<file path="src/rtl/dm_pkg.sv">
// Shared definitions for the MEM-stage data-memory access controller.
package dm_pkg;

    localparam logic [2:0] OP_W  = 3'b000;
    localparam logic [2:0] OP_BU = 3'b001;
    localparam logic [2:0] OP_B  = 3'b010;
    localparam logic [2:0] OP_HU = 3'b011;
    localparam logic [2:0] OP_H  = 3'b100;

    localparam logic [3:0] BE_BYTE = 4'b0001;
    localparam logic [3:0] BE_HALF = 4'b0011;
    localparam logic [3:0] BE_WORD = 4'b1111;

    typedef enum logic [1:0] {
        ST_IDLE = 2'd0,
        ST_REQ  = 2'd1,
        ST_DONE = 2'd2
    } state_t;

endpackage

</file>
<file path="src/rtl/dm_access_ctrl_load_extend.sv">
// Byte/half lane select and sign/zero extension of a read word.
module load_extend
    import dm_pkg::*;
(
    input  logic [1:0]  addr_lo,
    input  logic [2:0]  op,
    input  logic [31:0] word,
    output logic [31:0] ext
);

    logic [7:0]  byte_val;
    logic [15:0] half_val;

    always_comb begin
        byte_val = word[{addr_lo, 3'b000} +: 8];
        half_val = addr_lo[1] ? word[31:16] : word[15:0];
        case (op)
            OP_BU:   ext = {24'd0, byte_val};
            OP_B:    ext = {{24{byte_val[7]}}, byte_val};
            OP_HU:   ext = {16'd0, half_val};
            OP_H:    ext = {{16{half_val[15]}}, half_val};
            default: ext = word;
        endcase
    end

endmodule

</file>
<file path="src/rtl/dm_access_ctrl.sv">
// Data-memory access controller: alignment check, bus req/ack handshake,
// pipeline stall and load-data extension.
module dm_access_ctrl
    import dm_pkg::*;
#(
    parameter int TIMEOUT = 16,
    parameter int CNT_W   = 5
) (
    input  logic        clk,
    input  logic        reset,
    input  logic        mem_valid,
    input  logic        mem_we,
    input  logic [2:0]  mem_op,
    input  logic [31:0] mem_addr,
    input  logic [31:0] mem_wdata,
    input  logic        flush,
    output logic        stall,
    output logic [31:0] rdata,
    output logic        rdata_valid,
    output logic        exc_adel,
    output logic        exc_ades,
    output logic        bus_err,
    output logic        bus_req,
    output logic        bus_we,
    output logic [3:0]  bus_be,
    output logic [31:0] bus_addr,
    output logic [31:0] bus_wdata,
    input  logic        bus_ack,
    input  logic [31:0] bus_rdata
);

    localparam logic [CNT_W-1:0] CNT_LAST = CNT_W'(TIMEOUT - 1);

    state_t             state;
    logic [CNT_W-1:0]   cnt;
    logic               flushed;
    logic [2:0]         lat_op;
    logic [1:0]         lat_lo;
    logic               misaligned;
    logic [3:0]         be_next;
    logic [31:0]        wdata_next;
    logic [31:0]        ext_data;
    logic               req_go;
    logic               accept;
    logic               kill;

    always_comb begin
        misaligned = 1'b0;
        be_next    = BE_WORD;
        wdata_next = mem_wdata;
        case (mem_op)
            OP_BU, OP_B: begin
                be_next    = BE_BYTE << mem_addr[1:0];
                wdata_next = {4{mem_wdata[7:0]}};
            end
            OP_HU, OP_H: begin
                misaligned = mem_addr[0];
                be_next    = BE_HALF << {mem_addr[1], 1'b0};
                wdata_next = {2{mem_wdata[15:0]}};
            end
            default: misaligned = |mem_addr[1:0];
        endcase
    end

    assign req_go = (state == ST_IDLE) && mem_valid && !flush;
    assign accept = req_go && !misaligned;
    assign stall  = !reset && ((state == ST_REQ) || accept);
    // A flush arriving on the ack/timeout cycle itself must also squash the result.
    assign kill   = flushed || flush;

    load_extend u_load_extend (
        .addr_lo (lat_lo),
        .op      (lat_op),
        .word    (bus_rdata),
        .ext     (ext_data)
    );

    always_ff @(posedge clk) begin
        if (reset) begin
            state       <= ST_IDLE;
            cnt         <= '0;
            flushed     <= 1'b0;
            lat_op      <= OP_W;
            lat_lo      <= 2'b00;
            rdata       <= '0;
            rdata_valid <= 1'b0;
            exc_adel    <= 1'b0;
            exc_ades    <= 1'b0;
            bus_err     <= 1'b0;
            bus_req     <= 1'b0;
            bus_we      <= 1'b0;
            bus_be      <= '0;
            bus_addr    <= '0;
            bus_wdata   <= '0;
        end else begin
            exc_adel    <= 1'b0;
            exc_ades    <= 1'b0;
            rdata_valid <= 1'b0;
            bus_err     <= 1'b0;
            case (state)
                ST_IDLE: begin
                    flushed <= 1'b0;
                    cnt     <= '0;
                    if (req_go && misaligned) begin
                        exc_adel <= !mem_we;
                        exc_ades <= mem_we;
                    end else if (accept) begin
                        lat_op    <= mem_op;
                        lat_lo    <= mem_addr[1:0];
                        bus_we    <= mem_we;
                        bus_be    <= be_next;
                        bus_addr  <= {mem_addr[31:2], 2'b00};
                        bus_wdata <= wdata_next;
                        bus_req   <= 1'b1;
                        state     <= ST_REQ;
                    end
                end
                ST_REQ: begin
                    if (flush) flushed <= 1'b1;
                    if (bus_ack) begin
                        bus_req <= 1'b0;
                        state   <= ST_DONE;
                        if (!bus_we && !kill) begin
                            rdata       <= ext_data;
                            rdata_valid <= 1'b1;
                        end
                    end else if (cnt == CNT_LAST) begin
                        bus_req <= 1'b0;
                        bus_err <= !kill;
                        state   <= ST_DONE;
                    end else begin
                        cnt <= cnt + 1'b1;
                    end
                end
                ST_DONE: begin
                    cnt   <= '0;
                    state <= ST_IDLE;
                end
                default: state <= ST_IDLE;
            endcase
        end
    end

endmodule

</file>
<file path="config.mk">
export PLATFORM = sky130hd
export DESIGN_NAME = dm_access_ctrl
export DESIGN_NICKNAME = d
export VERILOG_FILES = /design/src/rtl/dm_pkg.sv /design/src/rtl/dm_access_ctrl_load_extend.sv /design/src/rtl/dm_access_ctrl.sv
export SDC_FILE = /design/constraint.sdc
export NUM_CORES = 1
export LEC_CHECK = 0
export CAP_MARGIN = 20
export CORE_ASPECT_RATIO = 2
export CORE_MARGIN = 5
export CORE_UTILIZATION = 35
export CTS_BUF_LIST = sky130_fd_sc_hd__clkbuf_8
export DETAILED_ROUTE_END_ITERATION = 8
export GPL_TIMING_DRIVEN = 0
export PLACE_DENSITY = 0.67
export SKIP_CTS_REPAIR_TIMING = 1
export SLEW_MARGIN = 0
export SYNTH_ARGS = -nofsm -noshare
export SYNTH_HDL_FRONTEND = slang
export SYNTH_SLANG_ARGS = --single-unit
</file>
<file path="constraint.sdc">
create_clock -name clk -period 2.4 [get_ports clk]
set_input_delay 0.24 -clock clk [delete_from_list [all_inputs] [get_ports clk]]
set_output_delay 0.24 -clock clk [all_outputs]
set_load 0.01 [all_outputs]
</file>
* After elaboration in Yosys (flattened, before gate mapping)
Cells that the tools add are included.
Storage, ports and cells: input port bits 105, flip-flop bits (word level) 117, output and inout bits 107, logic and storage cells 92
Cells by class: reduce and logical (&&, ||, !) cells 30, multiplexer cells 21, eq/ne operators 17, bitwise operators 5, shift-type cells 3, add/subtract/negate cells 1
Operators with widths (number):
- one-hot mux 32 bit (4 select lines) | 1
- one-hot mux 32 bit (2 select lines) | 1
- indexed part select 32 x 6 -> 8 bit | 1
- 2-to-1 mux 16 bit | 1
- == test 3 x 2 -> 1 bit, second input constant | 4
- AND reduction 3 bit | 4
- 2-to-1 mux 5 bit | 2
- inequality test 2 bit, second input constant | 5
- one-hot mux 5 bit (2 select lines) | 1
- 2-to-1 mux 2 bit | 4
- one-hot mux 4 bit (2 select lines) | 1
- OR reduction 2 bit | 4
- == test 3 x 1 -> 1 bit, second input constant | 2
- == test 3 bit, second input constant | 2
- logical AND 1 bit | 6
- zero test 1 bit | 6
- 2-to-1 mux 1 bit | 6
- one-hot mux 1 bit (2 select lines) | 3
- OR reduction 3 bit | 2
- adder 5 x 1 -> 5 bit, second input constant | 1
- == test 5 x 4 -> 1 bit, second input constant | 1
- inverter 1 bit | 5
- one-hot mux 2 bit (2 select lines) | 1
- AND reduction 4 bit | 1
- other kinds (10) | 12

* Longest topological paths before layout
Gate-level depths: netlist (run 1).
depth after elaboration 8, mapped depth 9, gate-level depth less buffers 7

* By module
A second synthesis (run 1) with hierarchy kept.
Unflattened totals: cell total of the unflattened synthesis 724, area total of the unflattened synthesis 6013.3 µm²
Modules (own cells, without submodules):
- dm_access_ctrl | seq. area each 2342.2 µm², cells an instance 620, instances 1, area each 5222.5 µm²
- load_extend | seq. area each 0.0 µm², cells an instance 104, instances 1, area each 790.8 µm²

* Least setup slack after synthesis (run 1)
Ideal clock, no wire load.
path kind register -> register, start point register cnt[0], end point register cnt[3], data required time 2.282 ns, arrival time 1.725 ns, cell stages (with the launch flop) 8, setup time 0.118 ns, buffers on the path 0, path slack 0.557 ns, period minus slack after synthesis 1.843 ns, path through dfxtp_1 ha_1 and3_1 ha_1 nor3_1 nand4_1 xor2_1 nor2_1
On the way: cells in the longest elaborated chain, start to end 4, elaborated cells on any way between the ends 7, those cells by class 1 x add/sub; 2 x eq/ne; 3 x mux; 1 x reduce/logical
RTL lines:
- start: declaration | RTL line dm_access_ctrl.sv:35 | logic [CNT_W-1:0] cnt;
- start signal: assignment | RTL line dm_access_ctrl.sv:132 | cnt <= cnt + 1'b1;
- adder 5 x 1 -> 5 bit | RTL line dm_access_ctrl.sv:132
- 2-to-1 mux 5 bit | RTL line dm_access_ctrl.sv:127 | end else if (cnt == CNT_LAST) begin
- 2-to-1 mux 5 bit | RTL line dm_access_ctrl.sv:120 | if (bus_ack) begin
- one-hot mux 5 bit (2 select lines) | RTL line dm_access_ctrl.sv:100 | case (state)
Several ways; a longest one is shown, not always the timed one. The select of a mux whose other input is x is not followed. A chain may end at the register's enable or synchronous reset.

* Final worst setup path (run 1)
start point register lat_op[1], end point register rdata[3]
On the way: cells in the longest elaborated chain, start to end 2, elaborated cells on any way between the ends 5, those cells by class 4 x eq/ne; 1 x mux
RTL lines:
- start: declaration | RTL line dm_access_ctrl.sv:37 | logic [2:0] lat_op;
- start signal: assignment | RTL line dm_access_ctrl.sv:108 | lat_op <= mem_op;
- == test 3 bit, or another cell as far along | RTL line dm_access_ctrl_load_extend.sv:17 | case (op)
- one-hot mux 32 bit (4 select lines) (*) | RTL line dm_access_ctrl_load_extend.sv:17
- end signal: assignment | RTL line dm_access_ctrl.sv:124 | rdata <= ext_data;
- end: declaration | RTL line dm_access_ctrl.sv:18 | output logic [31:0] rdata,
Mark *: on every way between the ends. The rest lies on a longest branch, timed or not.

==> results of run 1 <==
layout by cell type (no fill, tap or decap), types with 6 or more instances in the layout:
master	count
nand2_1	135
o22ai_1	9
mux2i_1	18
nor3_1	23
clkdlybuf4s50_1	204
o21a_1	6
a21oi_1	60
clkbuf_1	20
nor2_1	84
clkbuf_8	18
a22oi_1	8
a211oi_1	52
dfxtp_1	117
buf_4	12
buf_2	16
metal layers:
| layer | wire length (um) | up-vias | part of all wire |
|---|---|---|---|
| met2 | 11010 | 194 | 0.56 |
| met4 | 1007 | 0 | 0.051 |
| met1 | 6817 | 2555 | 0.35 |
| met3 | 895 | 50 | 0.045 |
| li1 | - | 2752 | - |
| met5 | 0 | - | 0 |
final timing paths:
kind              cells after the start           end    startpoint  slack [ns]
setup / recovery                      5      rdata[3]     lat_op[1]        0.26
setup reg to reg                      5      rdata[3]     lat_op[1]        0.26
hold / removal                        3     lat_op[1]     mem_op[1]        0.15
hold reg to reg                       2  bus_addr[12]  bus_addr[12]        0.46
final cells by class:
class / count / share of cell area
clock buffers: 18 / 0.03079
diodes: 1 / 0.0003110
clock inverters: 14 / 0.01882
repair buffers: 211 / 0.2615
well taps: 195 / 0.03032
plain buffers: 49 / 0.03188
flip-flops and latches: 117 / 0.2911
inverters: 3 / 0.001399
multi-input cells: 481 / 0.3339
state kept, by name, indices dropped and copies added, names as in the netlist:
signal       cells
bus_wdata       32
rdata           32
bus_addr        30
cnt              5
bus_be           4
lat_op           3
lat_lo           2
state            2
bus_err          1
bus_req          1
bus_we           1
exc_adel         1
exc_ades         1
flushed          1
rdata_valid      1
through the flow:
stage / hold slack [ns] / TNS, ns / power (mW) / std cells
after CTS: 0.1340 / -0.6728 / 4.746 / 1085
after detailed placement: 0.4453 / -0.7752 / 2.910 / 1053
after floorplan: 0.3760 / 0 / 2.458 / 652
after global routing: 0.1504 / 0 / 4.903 / 1089
final: 0.1538 / 0 / 4.705 / 1089
after global placement: 0.4409 / -0.6233 / 2.904 / 1053
power breakdown:
part	internal [mW]	switching, mW
combinational	0.415	0.412
sequential	2.01	0.0376
clock	0.957	0.872
total	3.38	1.32
cell families after synthesis:
family | Yosys count
and+or+nand+nor | 282
DFF | 117
AOI/OAI and AO/OA | 167
adders and majority gates | 2
other | 1
muxes | 20
xor gates and xnor gates | 8
buffers and inverters | 54
worst reg2reg max path, stage by stage, from the launching register on:
cell and delay (ns):
dfxtp_1 0.32, clkbuf_2 0.18, xor2_1 0.54, and2_1 0.33, a21oi_1 0.13, a2111oi_0 0.48
==> reports/metrics.cfg, run 1 <==
[global_routing]
grtUsageTotal = 0.2160
grt_pass1_vias = 5445
grt_overflow = 0
antenna_found_initial = 1
busiest_layer = met2
grt_pass1_wl_um = 29970
grt_util_met2 = 0.4211
grt_max_degree = 17
met3_usage = 0.04709
met1_usage = 0.2054

[placement]
place_ws_ns = -0.6575
place_area_um2 = 7581
post-dp-hpwl_um = 15840
gp_congestion = 0.9310
placement.io_buffers = 206

[layout]
seqCellArea_um2 = 2342
drive_above_1_share = 0.09071
nNetsFinal = 987
multiInputGateArea_um2 = 2686
syn2layout_area_growth_pct = 52.65
final_area_um2 = 8046
n_fill_cell = 1510
final_core_util = 0.5430

[worst_setup_path]
path_delay_family = compound AO/OA/AOI/OAI gates
cp.arrival_ns = 2.42
crit_type = reg2reg
endpoint_kind = flop
crit_path_max_incr_delay_ns = 0.54
cp_max_fo = 8
crit_slowest_cell = xor2_1
cp.required_ns = 2.68
path_cells = clkbuf_2 -> xor2_1 -> and2_1 -> a21oi_1 -> a2111oi_0
worstSetupStartpointType = flop
cp_num_buf_inv = 1

[route]
vias_per_cell = 5.097
firstDrtPassIters = 5
wire_per_inst_um = 18.11
drtIter0Drc = 197
route.detailed.drc = 0
num_vias = 5551
postRouteAntennaNets = 0
drt-total-wl_um = 19730

[sta]
clock_skew_ns = 0.006916
report.final.hold_viol_count = 0
slew_headroom = 0.4871
rsz0062_at_grt = no
period_share = 0.8900
finalSetupViolations = 0
final-max-slew-violation-count = 0
worst_slew_pin_slew_ns = 0.7638
setup_ws_ns = 0.2640
period_needed_ns = 2.136
fmax_ghz = 0.4682

[synthesis]
synth_xor_area_frac = 0.01472
syn_avg_cell_area_um2 = 8.097
yosysMostFrequentCell = nand2_1
ys_ff_latch = 117
synth.area.mux_share = 0.04059
synth_warnings = 0
synthFlopType = dfxtp_1
yosys.area_share.adder = 0.004747
synth_top_family_by_area = simple AND/OR/NAND/NOR gates
synth_top_area_cell = dfxtp_1
synth_edf_count = 0
synth_cell_types = 63
ys_top_cells_by_area = dfxtp_1, nand2_1, a211oi_1, nor2_1, a21oi_1
syn_area_um2 = 5271
synthCells = 651
synth_commonest_cells = nand2_1, dfxtp_1, nor2_1, a21oi_1, a211oi_1
ys_seq_area_frac = 0.4443
synth_top_area_frac = 0.4443
async_flop_share = 0
synth-compound-area-share = 0.2120
synthSimpleGateAreaFrac = 0.2310

[pwr]
vdd_drop_max_uv = 384.3
p_leak_nw = 2.953
powerDensity_nw_per_um2 = 584.7

[run_status]
status = finished, final reports clean

[cts]
root_buffer = clkbuf_8
cts_tree = done
h-tree-depth = 4
insertion_delay_ns = 0.43
cts.path.max_buffers = 2
clkSlewWorstSetupHoldPaths_ns = 0.07
cts_made_buffers = 17
cts_sinks = 117

[floorplanning]
die_h_um = 183.6
std_cell_rows = 63
die_x_um = 96.78
ios = 212
die_area_um2 = 17760
start_util = 0.3557
core_area_um2 = 14820

[min_path]
hold_class = in2reg

[job]
maxCapViolCount = 0

Power figures use the tool's default switching activity.
==> run 2, diff against run 1 <==
CORE_MARGIN = 3   (was 5)
==> run 2 against run 1 <==
Against the previous run: fmax rose by 2.9%; clock power rose by 19%; non-clock buffer count is the same; cell area rose by 0.78%; critical path depth is 1 higher; combinational power shrank 1%; clock skew grew 0.00087 ns; utilization up 1.3 points; global-route usage rose by 1.7 points; sequential share of layout area fell by 0.22 points; register-to-register slack improved by 0.06 ns.
==> reports/metrics.cfg, run 2 (same netlist as run 1, synthesis figures left out) <==
[sta]
report.final.hold_viol_count = 0  ; unchanged
finalSetupViolations = 0  ; unchanged
period_share = 0.8652  ; -0.02483
rsz0062_at_grt = no
setup_ws_ns = 0.3236  ; +0.05958 ns
fmax_ghz = 0.4816  ; +2.9%
slew_headroom = 0.4922  ; +0.005107
final-max-slew-violation-count = 0  ; unchanged
period_needed_ns = 2.076  ; -0.05958 ns
worst_slew_pin_slew_ns = 0.7558  ; -0.007987 ns
clock_skew_ns = 0.007789  ; +0.0008733 ns

[layout]
layoutNonFillerInstCount = 1085  ; -0.37%
multiInputGateArea_um2 = 2675  ; -0.42%
nNetsFinal = 987  ; unchanged
final_area_um2 = 8109  ; +0.78%
layout_common_cells = clkdlybuf4s50_1, nand2_1, dfxtp_1, nor2_1, a21oi_1
drive_above_1_share = 0.08959  ; -0.001120
n_fill_cell = 1441  ; -4.6%
seqCellArea_um2 = 2342  ; unchanged
antenna_cells = 0  ; -1
layout_commonest_cell = clkdlybuf4s50_1
syn2layout_area_growth_pct = 53.83
top_regs = bus_wdata x32, rdata x32, bus_addr x30

[pwr]
p_leak_nw = 2.998  ; +1.5%
power_mw = 5.047  ; +7.3%
powerDensity_nw_per_um2 = 622.4  ; +6.5%
vdd_drop_max_uv = 376.2  ; -2.1%

[route]
firstDrtPassIters = 4  ; -1
route.detailed.drc = 0  ; unchanged
postRouteAntennaNets = 0  ; unchanged
m1WireLength_um = 6740  ; -1.1%
wl_met2_um = 10470  ; -4.9%
vias_per_cell = 5.094  ; about the same
num_vias = 5527  ; -0.43%
drt-total-wl_um = 19060  ; -3.4%
highest_layer = met4
drtIter0Drc = 295  ; +50%
met3_length_um = 903  ; +0.89%
wire_per_inst_um = 17.57  ; -3.0%

[floorplanning]
die_x_um = 92.78  ; -4.1%
core_area_um2 = 14580  ; -1.6%
ios = 212  ; unchanged
die_h_um = 179.6  ; -2.2%
die_area_um2 = 16660  ; -6.2%
start_util = 0.3614  ; +0.005737
std_cell_rows = 62  ; -1.6%

[global_routing]
grtUsageTotal = 0.2329  ; +0.01690
antenna_found_initial = 0  ; -1
grt_max_degree = 17  ; unchanged
grt_overflow = 0  ; unchanged
grt_pass1_wl_um = 30110  ; +0.48%
grt_pass1_vias = 5512  ; +1.2%

[placement]
post-dp-hpwl_um = 15250  ; -3.8%
placement.io_buffers = 206  ; unchanged
gp_congestion = 0.9452  ; +1.5%
place_area_um2 = 7577  ; about the same
dp_cells = 1050  ; -0.28%
place_ws_ns = -0.6302  ; +0.02730 ns

[cts]
cts_sinks = 117  ; unchanged
cts_made_buffers = 17  ; unchanged
cts_tree = done
root_buffer = clkbuf_8
cts.path.max_buffers = 2  ; unchanged
clkSlewWorstSetupHoldPaths_ns = 0.07  ; about the same
h-tree-depth = 4  ; unchanged
insertion_delay_ns = 0.43  ; about the same

[job]
maxCapViolCount = 0  ; unchanged

[min_path]
hold_start = mem_op[1]
whs_path_depth = 3  ; unchanged
hold_class = in2reg

[worst_setup_path]
cp_max_fo = 10  ; +2
cp.required_ns = 2.68  ; about the same
crit_start = flushed
worstSetupStartpointType = flop
worstReg2RegStart = flushed
endpoint_kind = flop
cp.arrival_ns = 2.36  ; -0.06 ns
worst_r2r_path_depth = 6  ; +1
crit_type = reg2reg

[run_status]
status = finished, final reports clean

-- run 2: cell types whose count changed in the layout (fill, tap and decap cells not counted), sizes merged --
cell / change
clkbuf: +1
clkinvlp: -3
diode: -1
bufinv: +3
inv: +1
clkinv: -2
-- run 2: worst paths after layout --
check / to / slack, ns
setup / recovery: rdata[4] / 0.32
setup reg to reg: rdata[4] / 0.32
hold / removal: lat_op[1] / 0.13
hold reg to reg: bus_be[0] / 0.45
-- run 2: final cells by class --
class / count / area share
Timing Repair Buffer: 211 / 0.2595
Tap cell: 192 / 0.02962
Sequential cell: 117 / 0.2888
Multi-Input combinational cell: 481 / 0.3299
Clock inverter: 13 / 0.02685
Inverter: 3 / 0.001389
Clock buffer: 19 / 0.03225
Buffer: 49 / 0.03163
-- run 2: routing by layer --
layer	track usage	vias to the layer above
met5	0	-
met4	0.1274	0
met3	0.04812	50
met2	0.4328	211
met1	0.2343	2514
li1	-	2752
-- run 2: worst max-delay path, stage by stage, from the launching register on --
cell	delay, ns
dfxtp_1	0.32
or4b_1	0.57
or2_1	0.22
buf_2	0.18
or3_1	0.31
a21oi_1	0.22
a2111oi_0	0.10
-- run 2: report_power, final --
part / switching [mW] / internal, mW
registers: 0.0369 / 2.01
logic: 0.405 / 0.414
clock network: 0.871 / 1.31
-- run 2: per-stage QoR --
stage | utilization | TNS, ns | hold WS (ns)
final | 0.5560 | 0 | 0.1326
after global routing | 0.5560 | 0 | 0.1514
after CTS | 0.5524 | -0.6488 | 0.1099
after detailed placement | 0.5196 | -0.7063 | 0.4445
after global placement | 0.5196 | -0.6295 | 0.4408
after floorplan | - | 0 | 0.3760
